`config.mk`:
```
export PLATFORM = sky130hd
export DESIGN_NAME = timer_ctrl
export DESIGN_NICKNAME = d
export VERILOG_FILES = /design/src/rtl/timer_pkg.sv /design/src/rtl/bcd60_inc.sv /design/src/rtl/timer_ctrl.sv
export SDC_FILE = /design/constraint.sdc
export NUM_CORES = 1
export LEC_CHECK = 0
export BUFFER_PORTS_ARGS = -buffer_cell sky130_fd_sc_hd__buf_4
export CAP_MARGIN = 40
export CORE_ASPECT_RATIO = 0.9
export CORE_MARGIN = 2
export CORE_UTILIZATION = 42
export CTS_CLUSTER_DIAMETER = 60
export DETAILED_ROUTE_END_ITERATION = 16
export PLACE_DENSITY = 0.65
export SLEW_MARGIN = 20
export SYNTH_ARGS = -nofsm -noshare
export SYNTH_HDL_FRONTEND = slang
export SYNTH_HIERARCHICAL = 1
export SYNTH_SLANG_ARGS = --single-unit
export TNS_END_PERCENT = 10
```
`constraint.sdc`:
```
create_clock -name clk_core -period 1.7 [get_ports clk_core]
set_input_delay 0.17 -clock clk_core [delete_from_list [all_inputs] [get_ports clk_core]]
set_output_delay 0.17 -clock clk_core [all_outputs]
set_load 0.05 [all_outputs]
```
`src/rtl/timer_pkg.sv`:
```
// Shared encodings and constants for the countdown timer mode controller.
package timer_pkg;

  typedef enum logic [2:0] {
    S_IDLE    = 3'd0,
    S_LOAD    = 3'd1,
    S_RUN     = 3'd2,
    S_PAUSE   = 3'd3,
    S_EXPIRED = 3'd4
  } state_e;

  localparam logic [3:0] TEN        = 4'd10;
  localparam logic [3:0] SIX        = 4'd6;
  localparam logic [7:0] PRESET_RST = 8'h00;

endpackage

```
`src/rtl/bcd60_inc.sv`:
```
// Combinational mod-60 incrementer on packed BCD {tens,units}; 59 wraps to 00.
module bcd60_inc
  import timer_pkg::*;
(
  input  logic [7:0] d,
  output logic [7:0] q
);

  logic [3:0] unit_inc, tens_inc;
  logic       carry;

  assign unit_inc = d[3:0] + 4'd1;
  assign tens_inc = d[7:4] + 4'd1;
  assign carry    = (unit_inc == TEN);

  assign q[3:0] = carry ? 4'd0 : unit_inc;
  assign q[7:4] = carry ? ((tens_inc == SIX) ? 4'd0 : tens_inc) : d[7:4];

endmodule

```
`src/rtl/timer_ctrl.sv`:
```
// Mode controller for the countdown timer: preset entry, core enable/reset sequencing, alarm.
// Define TIMER_CTRL_AUTORELOAD_EN to restart the countdown automatically when the alarm ends.
module timer_ctrl
  import timer_pkg::*;
#(
  parameter int ALARM_CYCLES = 16
) (
  input  logic       clk_core,
  input  logic       rst,
  input  logic       start_i,
  input  logic       clear_i,
  input  logic       min_inc_i,
  input  logic       sec_inc_i,
  input  logic       time_out_i,
  output logic [7:0] min_o,
  output logic [7:0] sec_o,
  output logic [7:0] ms_10_o,
  output logic       core_en_o,
  output logic       core_rst_o,
  output logic       alarm_o,
  output logic [2:0] state_o
);

  localparam int            AW       = $clog2(ALARM_CYCLES + 1);
  localparam logic [AW-1:0] ALARM_LD = AW'(ALARM_CYCLES);

  state_e        state, nxt;
  logic [AW-1:0] alarm_cnt;
  logic [7:0]    min_nxt, sec_nxt;
  logic          preset_zero;

  bcd60_inc u_min_inc (.d(min_o), .q(min_nxt));
  bcd60_inc u_sec_inc (.d(sec_o), .q(sec_nxt));

  assign preset_zero = (min_o == PRESET_RST) && (sec_o == PRESET_RST);
  assign ms_10_o     = PRESET_RST;
  assign state_o     = state;

  // clear beats start everywhere; time_out only matters while running
  always_comb begin
    nxt = state;
    case (state)
      S_IDLE:    if (!clear_i && start_i && !preset_zero) nxt = S_LOAD;
      S_LOAD:    nxt = S_RUN;
      S_RUN:     if (time_out_i)   nxt = S_EXPIRED;
                 else if (clear_i) nxt = S_IDLE;
                 else if (start_i) nxt = S_PAUSE;
      S_PAUSE:   if (clear_i)      nxt = S_IDLE;
                 else if (start_i) nxt = S_RUN;
      S_EXPIRED: if (clear_i)      nxt = S_IDLE;
                 else if (start_i) nxt = S_LOAD;
`ifdef TIMER_CTRL_AUTORELOAD_EN
                 else if (alarm_cnt == AW'(1)) nxt = S_LOAD;
`endif
      default:   nxt = S_IDLE;
    endcase
  end

  always_ff @(posedge clk_core or negedge rst) begin
    if (!rst) begin
      state      <= S_IDLE;
      min_o      <= PRESET_RST;
      sec_o      <= PRESET_RST;
      core_rst_o <= 1'b1;
      core_en_o  <= 1'b0;
      alarm_o    <= 1'b0;
      alarm_cnt  <= '0;
    end else begin
      state      <= nxt;
      core_rst_o <= (nxt == S_IDLE) || (nxt == S_LOAD);
      core_en_o  <= (nxt == S_RUN);

      // alarm_o mirrors the counter's next value so it is high exactly ALARM_CYCLES cycles
      if (nxt == S_EXPIRED && state != S_EXPIRED) begin
        alarm_cnt <= ALARM_LD;
        alarm_o   <= 1'b1;
      end else if (nxt == S_EXPIRED) begin
        if (alarm_cnt != '0) alarm_cnt <= alarm_cnt - AW'(1);
        alarm_o <= (alarm_cnt > AW'(1));
      end else begin
        alarm_cnt <= '0;
        alarm_o   <= 1'b0;
      end

      if (state == S_IDLE) begin
        if (clear_i) begin
          min_o <= PRESET_RST;
          sec_o <= PRESET_RST;
        end else begin
          if (min_inc_i) min_o <= min_nxt;
          if (sec_inc_i) sec_o <= sec_nxt;
        end
      end
    end
  end

endmodule

```
# After elaboration in Yosys (flattened, before gate mapping)

Cells that the tools add are included.
W data, S select, Z words.

Word-level logic and storage cells: 72
Register bits after elaboration: 27
Input bits: 7
Output and inout bits: 30

Reductions and logical operators: 20
Magnitude comparators: 1
Multiplexer cells: 24
Add/subtract/negate cells: 5
Equality and inequality tests: 13

Operator list:

| cell                  | number |
|---|---|
| $mux W8               | 4 |
| $mux W3               | 8 |
| $mux W4               | 6 |
| $add A4 B1 Y4 const B | 4 |
| $logic_not A8 Y1      | 2 |
| $mux W5               | 3 |
| $pmux W3 S5           | 1 |
| $eq A3 B2 Y1 const B  | 3 |
| $eq A4 B3 Y1 const B  | 2 |
| $eq A4 B4 Y1 const B  | 2 |
| $reduce_bool A2 Y1    | 4 |
| $eq A3 B1 Y1 const B  | 2 |
| $eq A3 B3 Y1 const B  | 2 |
| $logic_not A3 Y1      | 2 |
| $reduce_and A3 Y1     | 2 |
| $gt A5 B1 Y1 const B  | 1 |
| $reduce_bool A5 Y1    | 1 |
| $sub A5 B1 Y5 const B | 1 |
| $logic_and A1 B1 Y1   | 4 |
| $reduce_and A2 Y1     | 2 |
| $ne A3 B1 Y1 const B  | 1 |
| $ne A3 B3 Y1 const B  | 1 |
| $logic_not A1 Y1      | 2 |
| $mux W1               | 2 |
| $logic_or A1 B1 Y1    | 1 |

# Longest topological paths before layout

Gate-level depths: netlist (run 1).

Depth after elaboration: 9
Gate-level depth with buffers: 8
Mapped depth without buffers: 8

# Cells and area by module

Netlist (run 1), hierarchy kept.

Modules (own cells, without submodules):

| module     | area each (um^2) | instances | cells each | seq. area each (um^2) |
|---|---|---|---|---|
| timer_ctrl | 1,342.5          | 1         | 143        | 676.9 |
| bcd60_inc  | 307.8            | 2         | 38         | 0.0 |

# Least setup slack after synthesis (run 1)

OpenSTA, ideal clock, no wires.

Path type: register -> register
From: register sec_o[0]
To: register sec_o[7]
Path buffers: 0
Clock period less this slack: 1,943 ps
Stages on the path, launching flop included: 8
Library setup time: 120 ps
Arrival time: 1,823 ps
Data required time: 1,580 ps
Path slack: -243 ps
Path through: dfrtp_1 ha_1 nand3_2 a21oi_4 o2111ai_2 xnor2_1 nand4_1 nand2_1

Longest elaborated chain between the ends: 4

RTL lines:

| item                         | line             | RTL |
|---|---|---|
| start, declared              | timer_ctrl.sv:16 | `output logic [7:0] sec_o,` |
| start signal, assigned       | timer_ctrl.sv:91 | `if (sec_inc_i) sec_o <= sec_nxt;` |
| $add A4 B1 Y4                | bcd60_inc.sv:12  | `assign unit_inc = d[3:0] + 4'd1;` |
| $eq A4 B4 Y1                 | bcd60_inc.sv:14  | `assign carry = (unit_inc == TEN);` |
| $reduce_bool A2 Y1 (no line) | -                |  |
| $reduce_and A3 Y1 (no line)  | -                |  |

Every way passes these cells.
A chain may end at the register's enable or synchronous reset.

# Worst setup path in the final report (run 1)

From: register min_o[1]
To: register min_o[6]

Longest elaborated chain between the ends: 4

RTL lines:

| item                         | line             | RTL |
|---|---|---|
| start, declared              | timer_ctrl.sv:15 | `output logic [7:0] min_o,` |
| start signal, assigned       | timer_ctrl.sv:90 | `if (min_inc_i) min_o <= min_nxt;` |
| $add A4 B1 Y4                | bcd60_inc.sv:12  |  |
| $eq A4 B4 Y1                 | bcd60_inc.sv:14  |  |
| $reduce_bool A2 Y1 (no line) | -                |  |
| $reduce_and A3 Y1 (no line)  | -                |  |

Every way passes these cells.

==> reports/qor.json, run 1 <==
{
  "run_status": "completed",
  "synthesis.yosys.warnings": 6,
  "detailed_place.area_mm2": 0.00231,
  "grtUsageMet3_pct": 2.86,
  "final_layout_size_suffix_gt1_share_pct": 29.8,
  "timing.hold.worst.class": "primary input to register",
  "numClockSinks": 27,
  "num_antenna_cells": 0,
  "syn_to_final_growth_pct": 22.6,
  "maxSlewHeadroom_pct": 60.3,
  "busiest_layer": "met2",
  "globalRoute.totalOverflow": 0,
  "start_util_pct": 43.9,
  "tritoncts.num_buffers": 3,
  "yosysSeqAreaShare_pct": 34.6,
  "htree_levels": 1,
  "finalWirelength_mm": 4.15,
  "drtPass1Iterations": 4,
  "tritoncts": "built",
  "max_cap_violations": 0,
  "grt_use_met2_pct": 27.1,
  "report.final.slew_viol_count": 0,
  "drt-vias-per-instance": 5.29,
  "synth_adder_area_share_pct": 7.03,
  "total_power_uw": 2640,
  "design.die.area_mm2": 0.00523,
  "setup.worst_path.end": "min_o[6]",
  "met1_usage_pct": 22.2,
  "grt_antenna_before_repair": 0,
  "ant_nets": 0,
  "timing.rr.start": "min_o[1]",
  "stdcell_area_mm2": 0.00240,
  "grt_pass1_vias": 1471,
  "final_net_count": 281,
  "fmax_mhz": 624,
  "ir_drop_v": 0.000667,
  "critical_path_required_ps": 1920,
  "crit_path_max_fanout": 6,
  "wl_per_cell_um": 12.8,
  "number_of_cells_on_the_worst_reg_to_reg_path": 8,
  "clock_insertion_delay_worst_skew_ps": 280,
  "switching_power_uw": 1260,
  "largest_family_of_logic_cells_by_synthesized_area": "simple AND/OR/NAND/NOR gates",
  "skew_ps": 11.1,
  "timing_worst_setup_path_type": "register to register",
  "period_share_pct": 94.3,
  "post_synth_xor_area_fraction_pct": 2.68,
  "post_synth_inst_count": 219,
  "final.fill_count": 415,
  "die_width_um": 76.0,
  "synthesis.area_per_instance_um2": 8.94,
  "grt_util_all_layers_pct": 16.2,
  "crit_path_arrival_time_ps": 1820,
  "comb_power_share_pct": 51.6,
  "period_minus_slack_ps": 1600,
  "drt_drc_violations_left": 0,
  "setup-violations-final": 0,
  "synth_mux_area_share_pct": 2.11,
  "startpoint": "min_o[1]",
  "fp.dieH_um": 68.8,
  "static-leakage-power_uw": 0.00110,
  "seq_power_share_pct": 34.3,
  "post_synth_and_or_nand_nor_area_fraction_pct": 29.8,
  "synth_compound_area_share_pct": 17.0,
  "cts.root.buffer_cell": "clkbuf_8",
  "switching_share_pct": 47.7,
  "top_level_pins": 37,
  "finalWeightedCongestion": 0.796,
  "power_report.internal_total_uw": 1380,
  "asyncSetResetFlopFracSynth_pct": 100,
  "worstSetupStartpointType": "register",
  "global_route_wire_length_before_repair_mm": 6.84,
  "layout_common_cells": "buf_4, nand2_1, dfrtp_1",
  "hold_viol_final": 0,
  "detailedRoute.firstIterationViolations": 106,
  "syn-cell-area_mm2": 0.00196,
  "r2r-end": "min_o[6]",
  "timing.reg2reg.setup_slack_ps": 100,
  "clockBufferDepth": 2,
  "power_frac_clock_pct": 14.1,
  "critPathCaptureType": "register",
  "floorplan.rows": 23,
  "synth_cell_types": 49,
  "synth-edff-count": 0,
  "largest_net_degree_at_the_start_of_global_routing": 28,
  "dominantRegCellSynth": "dfrtp_1",
  "worst_slew_pin_slew_ps": 591,
  "cts.repair_timing.setup_buffer_count": 0,
  "port_buffers": 28,
  "dp.final_hpwl_mm": 2.96,
  "num_vias": 1714,
  "path_clk_slew_ps": 100,
  "yosys_register_bits": 27,
  "core_area_mm2": 0.00446,
  "setup_repair_after_global_routing_missed_its_margin": "yes",
  "pwr_per_cell_area_mw_per_mm2": 1100,
  "layout_commonest_cell": "buf_4"
}
## worst min-delay path by stage
stage                     slack, ps  cells after the start      endpoint    start
final                           170                      2    state_o[1]  clear_i
after global placement          110                      1  alarm_cnt[2]      rst
after detailed placement        110                      1  alarm_cnt[2]      rst
after global routing            160                      2    state_o[1]  clear_i
after CTS                       160                      2    state_o[1]  clear_i
after floorplan                -130                      0  alarm_cnt[0]      rst
## synth_stat cells (2+ instances only)
master | n | share of area [%]
ha_1 | 11 | 7.0
nor4bb_1 | 2 | 1.0
a21oi_1 | 9 | 2.3
nor2b_1 | 2 | 0.64
o21ai_0 | 5 | 1.3
o21ai_1 | 2 | 0.51
xor2_1 | 3 | 1.3
a41oi_1 | 2 | 0.89
nand2b_1 | 4 | 1.3
nor3_2 | 2 | 1.0
o211ai_1 | 2 | 0.77
nor2_1 | 12 | 2.3
a31oi_1 | 2 | 0.64
o2111ai_2 | 2 | 1.5
a32o_1 | 2 | 1.0
nand2_1 | 39 | 7.5
nor3b_1 | 2 | 0.77
and3b_1 | 2 | 0.89
or2_4 | 2 | 0.89
mux2i_1 | 3 | 1.5
inv_1 | 11 | 2.1
nand3b_1 | 5 | 1.9
nand4_1 | 17 | 5.4
nand3_2 | 2 | 1.0
a22oi_1 | 2 | 0.77
nor4_1 | 5 | 1.6
xnor2_1 | 3 | 1.3
a21oi_4 | 2 | 1.7
buf_4 | 8 | 3.1
a21bo_2 | 2 | 1.0
a21bo_1 | 2 | 1.0
a21o_1 | 3 | 1.2
o22ai_1 | 2 | 0.64
clkbuf_1 | 3 | 0.58
a211oi_1 | 3 | 1.2
dfrtp_1 | 26 | 33
## critical path, stage by stage (launching register included)
cell      delay [ps]
dfrtp_2          460
inv_1             80
ha_2             210
nand2_1           90
nor3_4           200
o211ai_1         120
a22oi_1          190
nand4_1          100
nand2_1           80
## cell families (layout without fill, tap and decap cells)
family / after synthesis / after routing
buf+inv: 24 / 60
fa+ha+maj: 11 / 11
compound gates: 43 / 43
mux: 4 / 4
xor+xnor: 6 / 6
other cells: 1 / 8
flops: 27 / 27
simple gates: 103 / 103
## final cells by class
class	count	area, µm²	area share (%)
Multi-Input combinational cell	175	1210	50.4
Sequential cell	27	686	28.6
Timing Repair Buffer	45	340	14.2
Tap cell	62	77.6	3.23
Clock buffer	3	41.3	1.72
Inverter	11	41.3	1.72
Clock inverter	1	5.00	0.209
## power by group through the flow
stage	clock [µW]	sequential (µW)	combinational (µW)
floorplan	0	1250	597
global placement	0	910	1350
detailed placement	0	914	1350
CTS	396	903	1350
global route	413	925	1490
finish	373	905	1360
## flip-flops by register name (all words and copies together), names as in the netlist
name / flops
alarm_cnt: 5
sec_o: 8
alarm_o: 1
min_o: 8
core_en_o: 1
state_o: 3
core_rst_o: 1
## per-stage QoR
stage               hold slack, ps  utilization, %  setup TNS, ps  std cells  setup WS (ps)
global placement               111            51.9              0        319           70.9
detailed placement             114            51.9              0        319           60.5
floorplan                     -126               -           -342        226           -144
global route                   161            53.8          -71.4        324          -30.1
finish                         170            53.8              0        324           97.5
CTS                            156            53.1              0        324           35.7
## metal layers
layer	routed length [µm]	up-vias
li1	-	866
met1	2110	808
met2	1880	40
met3	157	0
met4	0	0
met5	0	-
## repair_timing
item | CTS | global route
endpoints found under the hold margin | 26 | 0
endpoints found under the setup margin | 0 | 11
resized for setup | 0 | 8
hold buffers | 1 | 0
Power figures use the tool's default switching activity.
==> run 2: changes to the inputs <==
--- a/config.mk
+++ b/config.mk
@@ -9,10 +9,9 @@
 export CAP_MARGIN = 40
 export CORE_ASPECT_RATIO = 0.9
 export CORE_MARGIN = 2
-export CORE_UTILIZATION = 42
-export CTS_CLUSTER_DIAMETER = 60
+export CORE_UTILIZATION = 40
 export DETAILED_ROUTE_END_ITERATION = 16
-export PLACE_DENSITY = 0.65
+export PLACE_DENSITY = 0.63
 export SLEW_MARGIN = 20
 export SYNTH_ARGS = -nofsm -noshare
 export SYNTH_HDL_FRONTEND = slang
==> run 2 against run 1 <==
Cell count up 1.2%. Critical path type unchanged. Setup slack better by 2.8 ps. Clock-buffer cell count up 1. First-iteration DRC count down 35%. Clock power down 3%. Highest routed layer is now met4.
==> reports/qor.json, run 2 (synthesis results as in run 1) <==
{
  "global_route_wire_length_before_repair_mm": 7.36,
  "period_minus_slack_ps": 1600,
  "switching_power_uw": 1250,
  "hold_path_depth": 2,
  "fp.dieH_um": 70.4,
  "worstSetupStartpointType": "register",
  "drt-vias-per-instance": 5.26,
  "layout.core_utilization_pct": 50.8,
  "grt_pass1_vias": 1545,
  "setup_repair_after_global_routing_missed_its_margin": "yes",
  "top_level_pins": 37,
  "series_of_cell_instances_along_the_critical_path": "ha_1 > and3b_1 > a31oi_1 > o21ai_0 > mux2i_1 > nand4_1 > nand2_1",
  "final.fill_count": 451,
  "hold_viol_final": 0,
  "pwr_per_cell_area_mw_per_mm2": 1100,
  "run_status": "completed",
  "number_of_cells_on_the_worst_reg_to_reg_path": 7,
  "cts.root.buffer_cell": "clkbuf_8",
  "report.final.slew_viol_count": 0,
  "hold_end": "state_o[1]",
  "final_layout_size_suffix_gt1_share_pct": 30.4,
  "crit_path_max_fanout": 9,
  "timing.rr.start": "min_o[4]",
  "tritoncts": "built",
  "path_clk_slew_ps": 90,
  "grt_antenna_before_repair": 0,
  "r2r-end": "min_o[4]",
  "wl_per_cell_um": 12.8,
  "num_antenna_cells": 0,
  "ant_nets": 0,
  "port_buffers": 28,
  "largest_net_degree_at_the_start_of_global_routing": 28,
  "critical_path_required_ps": 1910,
  "worst_slew_pin_slew_ps": 625,
  "max_cap_violations": 0,
  "drt_drc_violations_left": 0,
  "final_net_count": 282,
  "skew_ps": 3.95,
  "timing_worst_setup_path_type": "register to register",
  "period_share_pct": 94.1,
  "power_frac_clock_pct": 13.7,
  "clock_insertion_delay_worst_skew_ps": 270,
  "setup-violations-final": 0,
  "fmax_mhz": 625,
  "tritoncts.num_buffers": 3,
  "timing.reg2reg.setup_slack_ps": 100,
  "power_report.internal_total_uw": 1400,
  "detailedRoute.firstIterationViolations": 69,
  "seq_power_share_pct": 33.8,
  "timing.hold.worst.class": "primary input to register",
  "cpPeakStageDelay_ps": 470,
  "floorplan.rows": 24,
  "comb_power_share_pct": 52.5,
  "drtPass1Iterations": 4,
  "layout_common_cells": "buf_4, nand2_1, dfrtp_1",
  "numClockSinks": 27,
  "dp.final_hpwl_mm": 3.04,
  "ir_drop_v": 0.000804,
  "worst_hold_startpoint": "clear_i",
  "maxSlewHeadroom_pct": 58.1,
  "cts.repair_timing.setup_buffer_count": 0,
  "final.hold.worst_slack_ps": 169,
  "switching_share_pct": 47.2,
  "placed_cells": 323,
  "crit_path_arrival_time_ps": 1810,
  "core_area_mm2": 0.00477,
  "htree_levels": 1,
  "critPathCaptureType": "register",
  "finalWirelength_mm": 4.21,
  "total_power_uw": 2650,
  "critical_path.slowest_cell": "dfrtp_2",
  "start_util_pct": 41.0,
  "die_width_um": 77.8,
  "globalRoute.totalOverflow": 0,
  "design.die.area_mm2": 0.00547,
  "num_vias": 1726,
  "post_layout_nonfiller_instances": 328,
  "largest_registers_in_the_final_layout": "min_o: 8 flops, sec_o: 8 flops, alarm_cnt: 5 flops",
  "clockBufferDepth": 2,
  "syn_to_final_growth_pct": 23.8,
  "layout_commonest_cell": "buf_4",
  "static-leakage-power_uw": 0.00110,
  "grt_util_all_layers_pct": 16.3,
  "finalWeightedCongestion": 0.800
}
[run 2: cell types whose count changed in the layout (fill, tap and decap cells not counted)]
cell,before,now
clkinv_2,1,0
ha_1,8,6
ha_2,3,5
nor4bb_2,1,0
clkbuf_1,0,1
buf_4,44,45
nor4bb_4,0,1
[run 2: cell type report]
type	count	area (µm²)	area share, %
Multi-Input combinational cell	175	1220	50.4
Inverter	11	41.3	1.70
Clock buffer	4	45.0	1.86
Tap cell	65	81.3	3.36
Sequential cell	27	686	28.3
Timing Repair Buffer	46	348	14.4
[run 2: metal layers]
layer	track usage [%]	vias to the layer above	wire, µm
met5	0	-	0
met1	23.6	805	2140
met4	2.98	0	31
met2	25.6	48	1870
met3	2.84	2	171
li1	-	871	-
[run 2: stage by stage]
step / worst slack, ps / setup TNS, ps / cell area (µm²)
finish: 100 / 0 / 2420
global route: -36.2 / -50.5 / 2420
CTS: 43.3 / 0 / 2380
detailed placement: 74.0 / 0 / 2320
global placement: 93.4 / 0 / 2320
floorplan: -144 / -342 / 1990
[run 2: power by group through the flow]
stage                     sequential (µW)  combinational (µW)  clock, µW
after floorplan                      1250                 597          0
after global placement                905                1360          0
after detailed placement              905                1370          0
after CTS                             895                1380        386
after global routing                  917                1520        411
final                                 898                1390        362
[run 2: worst max path at each step]
| stage | start | endpoint | slack (ps) | depth (start not counted) |
|---|---|---|---|---|
| floorplan | sec_o[4] | sec_o[5] | -140 | 7 |
| global placement | alarm_cnt[0] | alarm_cnt[2] | 90 | 6 |
| global route | min_o[1] | min_o[7] | -40 | 8 |
| CTS | min_o[1] | min_o[6] | 40 | 8 |
| detailed placement | alarm_cnt[0] | alarm_cnt[2] | 70 | 6 |
| finish | min_o[4] | min_o[4] | 100 | 7 |
[run 2: worst max-delay path, delay by kind of cell, from the launching register on]
| family | cells | cell delay [ps] |
|---|---|---|
| AO/OA/AOI/OAI | 2 | 300 |
| adder cells (fa/ha/maj) | 1 | 240 |
| flip-flops | 1 | 470 |
| AND/OR/NAND/NOR | 3 | 380 |
| multiplexers | 1 | 150 |
[run 2: what timing repair did]
action / 4_1_cts / 5_1_grt
setup endpoints to repair: 0 / 12
hold endpoints to repair: 26 / 0
hold buffers: 1 / 0
gates resized for setup: 0 / 11
==> run 3: changes to the inputs <==
--- a/config.mk
+++ b/config.mk
@@ -5,13 +5,15 @@
 export SDC_FILE = /design/constraint.sdc
 export NUM_CORES = 1
 export LEC_CHECK = 0
-export BUFFER_PORTS_ARGS = -buffer_cell sky130_fd_sc_hd__buf_4
 export CAP_MARGIN = 40
 export CORE_ASPECT_RATIO = 0.9
 export CORE_MARGIN = 2
 export CORE_UTILIZATION = 40
+export CTS_BUF_LIST = sky130_fd_sc_hd__clkbuf_4
+export CTS_CLUSTER_DIAMETER = 80
 export DETAILED_ROUTE_END_ITERATION = 16
-export PLACE_DENSITY = 0.63
+export DONT_BUFFER_PORTS = 1
+export PLACE_DENSITY = 0.56
 export SLEW_MARGIN = 20
 export SYNTH_ARGS = -nofsm -noshare
 export SYNTH_HDL_FRONTEND = slang
==> run 3 against run 2 <==
Register-to-register slack worse by 20 ps. Combinational power about the same. Utilization up 0.29 points. Critical path depth down 2. Clock skew about the same. Via count down 0.52%. Clock-buffer cell count down 1. Non-clock buffer count down 4. Critical endpoint is now state_o[0]. Final area up 0.57%. Sequential power up 9.8%. Global-route usage up 0.16 points. Largest cell class unchanged. Clock power down 16%.
==> reports/qor.json, run 3 (synthesis results as in run 1) <==
{
  "number_of_cells_on_the_worst_reg_to_reg_path": 5,
  "finalWirelength_mm": 4.50,
  "dp.final_hpwl_mm": 3.05,
  "setup_repair_after_global_routing_missed_its_margin": "yes",
  "worst_slack_ps": 76.2,
  "clock_insertion_delay_worst_skew_ps": 340,
  "worstSetupStartpointType": "register",
  "worst_slew_pin_slew_ps": 654,
  "final-seq-area_um2": 687,
  "fp.dieH_um": 70.4,
  "period_share_pct": 95.5,
  "htree_levels": 1,
  "start_util_pct": 41.0,
  "grt_util_all_layers_pct": 16.4,
  "final_layout_size_suffix_gt1_share_pct": 30.9,
  "hold_path_depth": 2,
  "pwr_per_cell_area_mw_per_mm2": 1100,
  "pre_cts_ws_ps": 57.3,
  "hold_viol_final": 0,
  "ir_drop_v": 0.000726,
  "drt_drc_violations_left": 0,
  "timing.hold.worst.class": "primary input to register",
  "cts.root.buffer_cell": "clkbuf_4",
  "num_vias": 1717,
  "die_width_um": 77.8,
  "path_clk_slew_ps": 160,
  "tritoncts": "built",
  "port_buffers": 0,
  "run_status": "completed",
  "largest_net_degree_at_the_start_of_global_routing": 28,
  "hold_end": "core_en_o",
  "wl_per_cell_um": 13.9,
  "r2r-end": "state_o[0]",
  "critical_path_required_ps": 1940,
  "ant_nets": 0,
  "design.die.area_mm2": 0.00547,
  "top_level_pins": 37,
  "static-leakage-power_uw": 0.00107,
  "worst_hold_startpoint": "clear_i",
  "detailedRoute.firstIterationViolations": 140,
  "max_cap_violations": 0,
  "syn_to_final_growth_pct": 24.5,
  "global_route_wire_length_before_repair_mm": 7.38,
  "crit_path_max_fanout": 5,
  "drt-vias-per-instance": 5.30,
  "largest_registers_in_the_final_layout": "min_o: 8 flops, sec_o: 8 flops, alarm_cnt: 5 flops",
  "drtPass1Iterations": 4,
  "grt_antenna_before_repair": 0,
  "skew_ps": 3.72,
  "grt_pass1_vias": 1616,
  "period_minus_slack_ps": 1620,
  "floorplan.rows": 24,
  "finalWeightedCongestion": 0.803,
  "report.final.slew_viol_count": 0,
  "timing.rr.start": "min_o[5]",
  "final_net_count": 278,
  "clockBufferDepth": 2,
  "multi_input_gate_area_in_the_final_layout_mm2": 0.00126,
  "critPathCaptureType": "register",
  "layout.core_utilization_pct": 51.0,
  "core_area_mm2": 0.00477,
  "tritoncts.num_buffers": 3,
  "timing_worst_setup_path_type": "register to register",
  "maxSlewHeadroom_pct": 56.1,
  "layout_commonest_cell": "nand2_1",
  "finalSetupTns_ps": 0,
  "fmax_mhz": 616,
  "numClockSinks": 27,
  "layout_common_cells": "nand2_1, buf_4, dfrtp_1",
  "globalRoute.totalOverflow": 0,
  "final.fill_count": 454,
  "timing.reg2reg.setup_slack_ps": 80,
  "num_antenna_cells": 0,
  "crit_path_arrival_time_ps": 1870,
  "setup-violations-final": 0
}
==> run 3: cell count changes in the layout (fill, tap and decap cells not counted), moves of 2 or more <==
cell / change
clkbuf_8: -3
ha_4: +2
buf_4: -8
clkbuf_4: +3
dlygate4sd3_1: +3
==> run 3: through the flow <==
step | area (µm²) | instances | power, µW | hold slack (ps)
after CTS | 2300 | 317 | 2560 | 44.6
after detailed placement | 2210 | 308 | 2210 | -125
after global placement | 2210 | 308 | 2210 | -125
final | 2440 | 324 | 2670 | 56.2
after global routing | 2440 | 324 | 2860 | 19.2
after floorplan | 1990 | 226 | 1850 | -126
==> run 3: routing by layer <==
layer / up-vias / track usage [%] / wire (µm) / share of wire (%)
met2: 45 / 27.2 / 2040 / 45
met3: 4 / 3.36 / 234 / 5.2
li1: 854 / - / - / -
met4: 0 / 2.98 / 38 / 0.84
met5: - / 0 / 0 / 0
met1: 814 / 22.4 / 2190 / 49
==> run 3: layout make-up <==
class                   count  area share (%)
repair buffers             42            13.9
multi-input cells         175            51.7
flip-flops and latches     27            28.2
clock inverters             1           0.308
clock buffers               3           0.924
inverters                  11            1.69
well taps                  65            3.34
==> run 3: what timing repair did <==
| action | in CTS | in global routing |
|---|---|---|
| hold buffers | 5 | 0 |
| gates resized for setup | 0 | 19 |
| buffers inserted | 0 | 7 |
| hold endpoints to repair | 44 | 0 |
| endpoints found under the setup margin | 0 | 11 |
==> run 3: worst max-delay path, cell delays in order (launching register included) <==
cell	delay, ps
dfrtp_2	470
buf_4	150
nor4_1	300
nand4_1	160
and4_1	240
or2_1	220
==> run 3: worst max-delay path by stage <==
stage                       startpoint      endpoint  slack [ps]  cells past startpoint
after floorplan               sec_o[4]      sec_o[5]        -140                      7
after global placement    alarm_cnt[0]  alarm_cnt[3]          70                      6
after detailed placement  alarm_cnt[0]  alarm_cnt[2]          60                      6
after CTS                 alarm_cnt[0]  alarm_cnt[2]          40                      6
after global routing          min_o[0]      min_o[7]         -60                      7
final                         min_o[5]    state_o[0]          80                      5
==> run 3: report_power, final <==
part	switching (µW)	total [µW]	leakage, µW	internal, µW
registers	228	986	0.000356	758
clock network	213	303	0.0000139	90.2
logic	869	1380	0.000704	513
